`src/rtl/updown_mod_counter_if.sv`:
```
// Control and status bundle for updown_mod_counter; the master drives the
// counting controls and the slave (the counter) returns count, carry and flags.
interface updown_mod_counter_if #(
  parameter int WIDTH = 4
);
  logic             en;
  logic             up;
  logic             load;
  logic [WIDTH-1:0] load_val;
  logic [WIDTH-1:0] q;
  logic             tc;
  logic             wrap;
  logic             zero;

  modport master (
    output en, up, load, load_val,
    input  q, tc, wrap, zero
  );

  modport slave (
    input  en, up, load, load_val,
    output q, tc, wrap, zero
  );
endinterface

```
`src/rtl/updown_mod_counter.sv`:
```
// Synchronous modulo-MODULUS up/down counter with clamped parallel load and cascade carry.
// Define COUNTER_SATURATE_EN to saturate at the range ends instead of wrapping.
module updown_mod_counter #(
  parameter int              WIDTH   = 4,
  parameter longint unsigned MODULUS = 16
) (
  input  logic                clk,
  input  logic                reset,
  updown_mod_counter_if.slave bus
);

  localparam logic [WIDTH-1:0] MAX_VAL = WIDTH'(MODULUS - 1);

  logic [WIDTH-1:0] cnt;
  logic [WIDTH-1:0] cnt_next;
  logic             wrap_r;
  logic             wrap_next;
  logic             zero_r;
  logic             at_max;
  logic             at_min;

  assign at_max = (cnt == MAX_VAL);
  assign at_min = (cnt == '0);

  always_comb begin
    cnt_next  = cnt;
    wrap_next = 1'b0;
    if (bus.load) begin
      cnt_next = (bus.load_val > MAX_VAL) ? MAX_VAL : bus.load_val;
    end else if (bus.en) begin
      if (bus.up) begin
        if (at_max) begin
`ifdef COUNTER_SATURATE_EN
          cnt_next = MAX_VAL;
`else
          cnt_next  = '0;
          wrap_next = 1'b1;
`endif
        end else begin
          cnt_next = cnt + WIDTH'(1);
        end
      end else begin
        if (at_min) begin
`ifdef COUNTER_SATURATE_EN
          cnt_next = '0;
`else
          cnt_next  = MAX_VAL;
          wrap_next = 1'b1;
`endif
        end else begin
          cnt_next = cnt - WIDTH'(1);
        end
      end
    end
  end

  // zero is registered from cnt_next so it lines up with the q it describes
  always_ff @(posedge clk) begin
    if (reset) begin
      cnt    <= '0;
      wrap_r <= 1'b0;
      zero_r <= 1'b1;
    end else begin
      cnt    <= cnt_next;
      wrap_r <= wrap_next;
      zero_r <= (cnt_next == '0);
    end
  end

  assign bus.q    = cnt;
  assign bus.wrap = wrap_r;
  assign bus.zero = zero_r;
  assign bus.tc   = bus.en & ((bus.up & at_max) | (~bus.up & at_min));

endmodule

```
`src/flat_wrapper.sv`:
```
// flat-port wrapper written by rule: the top's interface ports become plain ports
module updown_mod_counter_flat 
#(
  parameter int              WIDTH   = 4,
  parameter longint unsigned MODULUS = 16
)
  (clk, reset, bus_en, bus_up, bus_load, bus_load_val, bus_q, bus_tc, bus_wrap, bus_zero);
  updown_mod_counter_if #(.WIDTH(WIDTH)) bus_i ();
  input  logic clk;
  input  logic reset;
  input wire logic [$bits(bus_i.en)-1:0] bus_en;
  input wire logic [$bits(bus_i.up)-1:0] bus_up;
  input wire logic [$bits(bus_i.load)-1:0] bus_load;
  input wire logic [$bits(bus_i.load_val)-1:0] bus_load_val;
  output wire logic [$bits(bus_i.q)-1:0] bus_q;
  output wire logic [$bits(bus_i.tc)-1:0] bus_tc;
  output wire logic [$bits(bus_i.wrap)-1:0] bus_wrap;
  output wire logic [$bits(bus_i.zero)-1:0] bus_zero;
  assign bus_i.en = bus_en;
  assign bus_i.up = bus_up;
  assign bus_i.load = bus_load;
  assign bus_i.load_val = bus_load_val;
  assign bus_q = bus_i.q;
  assign bus_tc = bus_i.tc;
  assign bus_wrap = bus_i.wrap;
  assign bus_zero = bus_i.zero;
  updown_mod_counter #(.WIDTH(WIDTH), .MODULUS(MODULUS)) u_core (.clk(clk), .reset(reset), .bus(bus_i));
endmodule
```
`config.mk`:
```
export PLATFORM = sky130hd
export DESIGN_NAME = updown_mod_counter_flat
export DESIGN_NICKNAME = d
export VERILOG_FILES = /design/src/rtl/updown_mod_counter_if.sv /design/src/rtl/updown_mod_counter.sv /design/src/flat_wrapper.sv
export SDC_FILE = /design/constraint.sdc
export NUM_CORES = 1
export LEC_CHECK = 0
export ABC_AREA = 1
export CAP_MARGIN = 25
export CORE_MARGIN = 2
export CORE_UTILIZATION = 25
export DETAILED_ROUTE_END_ITERATION = 10
export SLEW_MARGIN = 20
export SYNTH_ARGS = -nofsm -noshare
export SYNTH_HDL_FRONTEND = slang
export SYNTH_SLANG_ARGS = --single-unit
```
`constraint.sdc`:
```
create_clock -name clk -period 1.92 [get_ports clk]
set_input_delay 0.384 -clock clk [delete_from_list [all_inputs] [get_ports clk]]
set_output_delay 0.384 -clock clk [all_outputs]
set_load 0.005 [all_outputs]
```
======== Word-level counts from Yosys, hierarchy flattened ========
Cells that the tools add are included.
operators by class
  multiply operators ...................... 0
  muxes and demuxes ....................... 9
  reduce and logical (&&, ||, !) cells .... 3
  bitwise operators ....................... 6
  divide/modulo/power cells ............... 0
  shift-type cells ........................ 0
  equal/unequal tests ..................... 1
  magnitude comparators ................... 1
  $add $sub $neg .......................... 2
operators with widths
  operator               count
  $mux W4                6
  $logic_not A4 Y1       2
  $add A4 B1 Y4 const B  1
  $eq A4 B4 Y1 const B   1
  $gt A4 B4 Y1 const B   1
  $sub A4 B1 Y4 const B  1
  $and A1 B1 Y1          3
  $mux W1                3
  $reduce_or A3 Y1       1
  $not A1 Y1             2
  $or A1 B1 Y1           1
word-level totals
  bits of input ports ..................... 9
  ROM bits ................................ 0
  bits in latches ......................... 0
  output and inout bits ................... 7
  memories kept ........................... 0
  logic and storage cells ................. 25
  bits in registers ....................... 6
  memory bits (writable) .................. 0

======== Longest topological paths before layout ========
  depth in word-level cells ............... 6
  mapped depth ............................ 11
  mapped depth without buffers ............ 11

======== Worst setup path after synthesis ========
No wires, ideal clock.
  path kind ............................... register to output
  start ................................... register u_core.cnt[0], in the netlist u_core.bus.q[0]
  end ..................................... output bus_tc
  stages on the path, launching flop included .. 7
  data required time ...................... 1536 ps
  path buffers ............................ 0
  slack ................................... 513 ps
  arrival ................................. 1023 ps
  path through ............................ dfxtp_1 > inv_1 > ha_1 > inv_1 > nor2_1 > nand2_1 > a21oi_1
between the ends
  longest elaborated chain between the ends .. 4
  elaborated cells between the ends (all ways) .. 6
  those cells by class .................... eq/ne: 1; bitwise: 4; reduce/logical: 1
RTL lines
  element                                                  RTL line                                            source
  start, declared                                          updown_mod_counter.sv:14                            logic [WIDTH-1:0] cnt;
  start signal, assigned                                   updown_mod_counter.sv:64                            cnt <= cnt_next;
  $eq A4 B4 Y1 / $logic_not A4 Y1 (equally long branches)  updown_mod_counter.sv:22, updown_mod_counter.sv:23
  $and A1 B1 Y1                                            updown_mod_counter.sv:73                            assign bus.tc = bus.en & ((bus.up & at_max) | (~bus.up & at_min));
  $or A1 B1 Y1 (*)                                         updown_mod_counter.sv:73
  $and A1 B1 Y1 (*)                                        updown_mod_counter.sv:73
  end, declared                                            flat_wrapper.sv:16                                  output wire logic [$bits(bus_i.tc)-1:0] bus_tc;
Mark *: on every way between the ends. The rest lies on a longest branch, timed or not.

======== Worst setup path in the final report ========
Ends and elaborated chain as after synthesis.

==> summary.txt <==
Outcome
  • Status: finished, final reports clean

Power and ir drop
  • Leak: 0.349 nW
  • Pint: 282 uW
  • Pwr/cell area: 554 nW/um^2
  • Sw power: 115 uW
  • Combinational share of power: 34.9%
  • Sequential power share: 36.5%
  • Clock network power share: 28.6%
  • Design Power: 397 uW
  • Sw Share: 28.9%
  • Peak VDD IR: 516 uV

Worst setup path
  • Most common cell on crit path: inv_1
  • Setup CP Type: reg2out
  • Crit path required time: 1540 ps
  • Buf/Inv on CP: 3
  • CP max stage delay: 320 ps
  • CP Launch Type: flop
  • Worst EP arrival: 1410 ps
  • CP cell instances: inv_1, ha_1, inv_1, nor2_2, nand2_1, a21oi_2, clkdlybuf4s15_1
  • CP delay by family, top: buffers and inverters
  • CP Capture Type: primary output
  • CP max FO: 3
  • Reg2reg setup slack: 440 ps
  • Reg-to-reg endpoint: u_core.bus.zero
  • Worst R2R Path Depth: 12
  • RR Startpoint: u_core.bus.q[0]
  • CP max-delay cell: dfxtp_1

Die
  • Die area: 2180 sq um
  • Chip width: 46.7 microns
  • I/O pin total: 16
  • Core Area: 1730 sq um
  • # rows: 15
  • Die Ht: 46.7 microns
  • Starting Density: 26.4%

STA
  • Worst rel slew slack: 83.8%
  • Fmax: 558 MHz
  • Post-route clock period utilization: 93.3%
  • RSZ-0062 raised after global routing: no
  • Final setup violating endpoints: 0
  • Worst Clk Skew: 2.31 ps
  • Slew Limit Fails: 0
  • Hold Vio Cnt, Final: 0
  • Slew @ Worst Pin: 243 ps
  • Tmin final: 1790 ps

Clocking
  • Num Clock Sinks: 6
  • Clock slew at reported path FFs: 40 ps
  • Clock root buffer: clkbuf_4
  • H-tree levels: 1
  • CTS Buf Count: 3
  • Longest Clk Path Bufs: 2
  • Latest clock arrival within the worst-skew pair: 240 ps
  • CTS tree: yes

Global routing
  • Grt met1 use: 13.5%
  • First-pass GRT wire length: 1670 microns
  • Largest net degree at the start of global routing: 8
  • Tot GR Track Use: 11.1%
  • GRT met2 Usage: 17.8%
  • Vias in the first global route: 438
  • Gr busiest metal: met2
  • GR Overflow Total: 0
  • Met3 usage in global routing: 5.88%
  • Initial antenna violation count: 0

Layout
  • Fill cell instance count of the final layout: 208
  • Highest-count cells in the layout ignoring fill and taps: nand2_1 (21), clkdlybuf4s50_1 (13), inv_1 (10)
  • Antenna fix cells: 0
  • Final instance area: 717 sq um
  • Commonest non-fill, non-tap cell in the layout: nand2_1
  • Share of layout cells above drive strength 1: 25.3%
  • Nets: 108
  • Area Growth Syn to Fin: 57.4%

Synthesis
  • Sequential fraction of the synthesis area: 26.4%
  • Synth Warn #: 0
  • Syn nets: 81
  • Seq cells post-synth: 6
  • Synthesized area: 455 sq um
  • Cell count after synthesis: 70
  • Post-synth cell types: 18
  • Avg Inst Size Synth: 6.51 sq um

Drt
  • Routed WL: 1060 microns
  • Final ANT Viol Nets: 0
  • Detailed Routing Iterations Pass 1: 4
  • DRC viols: 0
  • Vias/cell: 4.16
  • DRT iter0 DRCs: 12
  • Via count: 499
  • Per-cell routed wire length: 8.86 microns

Min path
  • Worst Hold End: u_core.bus.q[1]
  • Hold Path Depth: 4
  • Worst hold path type: reg2reg
  • Hold Startpoint: u_core.bus.q[1]

Placement
  • Port bufs: 15
  • Post-DP Area: 678 sq um
  • Detailed placer's ending HPWL: 879 microns
  • Routability cong.: 0.824

Run
  • Total of max-cap violations: 0
## metrics by stage
stage / TNS (ps) / utilization [%] / instances / hold slack, ps / setup WS [ps]
6_report: 0 / 41.5 / 120 / 686 / 128
5_1_grt: 0 / 41.5 / 120 / 738 / 32.9
4_1_cts: 0 / 40.7 / 119 / 660 / 53.5
3_5_place_dp: -341 / 39.3 / 116 / 663 / -341
3_3_place_gp: -316 / 39.3 / 116 / 671 / -316
2_1_floorplan: 0 / - / 70 / 456 / 513
## kinds of logic after synthesis
logic type / count (synthesis) / synth area share [%]
AO/OA/AOI/OAI: 7 / 11.0
adder cells (fa/ha/maj): 2 / 5.49
buffers and inverters: 12 / 14.6
flip-flops: 6 / 26.4
AND/OR/NAND/NOR: 43 / 42.6
## routing by layer
layer | part of all wire [%] | wire [microns]
met3 | 4.8 | 51
met4 | 0 | 0
met5 | 0 | 0
met1 | 51 | 540
met2 | 44 | 471
## area by class of cell
type	count	area, sq um	area share [%]
Inverter	11	55.1	7.68
Tap cell	25	31.3	4.36
Timing Repair Buffer	23	209	29.1
Sequential cell	6	121	16.9
Clock buffer	3	22.5	3.14
Multi-Input combinational cell	52	278	38.7
## flip-flops by register name, indices dropped and copies added, names as in the netlist
| signal | cells |
|---|---|
| u_core.bus.q | 4 |
| u_core.bus.zero | 1 |
| u_core.bus.wrap | 1 |
## worst min-delay path, stage by stage (launching register included)
cell,delay [ps]
dfxtp_2,360
a21oi_1,70
nand2_1,70
o211ai_2,90
inv_1,60
## power groups by stage
stage	Sequential [mW]	Clock, mW	Combinational (mW)
2_1_floorplan	0.148	0	0.0710
3_3_place_gp	0.147	0	0.136
3_5_place_dp	0.147	0	0.137
4_1_cts	0.145	0.118	0.137
5_1_grt	0.146	0.128	0.156
6_report	0.145	0.114	0.138
## timing repair
action                                  4_1_cts  5_1_grt
pin swaps                                     1        1
hold buffers                                  0        0
setup buffers                                 0        1
gates resized for setup                       3        4
endpoints found under the setup margin        1        1
## synth_stat cells
cell      instances  area share [%]
a21oi_2           2             3.8
nand4_1           2             2.7
buf_6             1             2.5
nand3b_1          1             1.6
nand2_1          21              17
bufinv_8          1             3.8
nor2_1            8             6.6
ha_1              2             5.5
dfxtp_1           6              26
a21oi_1           2             2.2
nor2_2            3             4.1
o21ai_0           1             1.1
nand3_1           6             6.6
nand3_2           1             2.2
o211ai_2          1             2.7
nand2_2           1             1.4
o21ai_1           1             1.1
inv_1            10             8.2
## worst max path at each step
| stage | start | end | slack [ps] | cells after the start |
|---|---|---|---|---|
| 3_3_place_gp | bus_up | bus_tc | -320 | 5 |
| 3_5_place_dp | bus_up | bus_tc | -340 | 5 |
| 5_1_grt | u_core.bus.q[0] | bus_tc | 30 | 7 |
| 4_1_cts | u_core.bus.q[0] | bus_tc | 50 | 7 |
| 2_1_floorplan | u_core.bus.q[0] | bus_tc | 510 | 6 |
| 6_report | u_core.bus.q[0] | bus_tc | 130 | 7 |
Power figures use the tool's default switching activity.
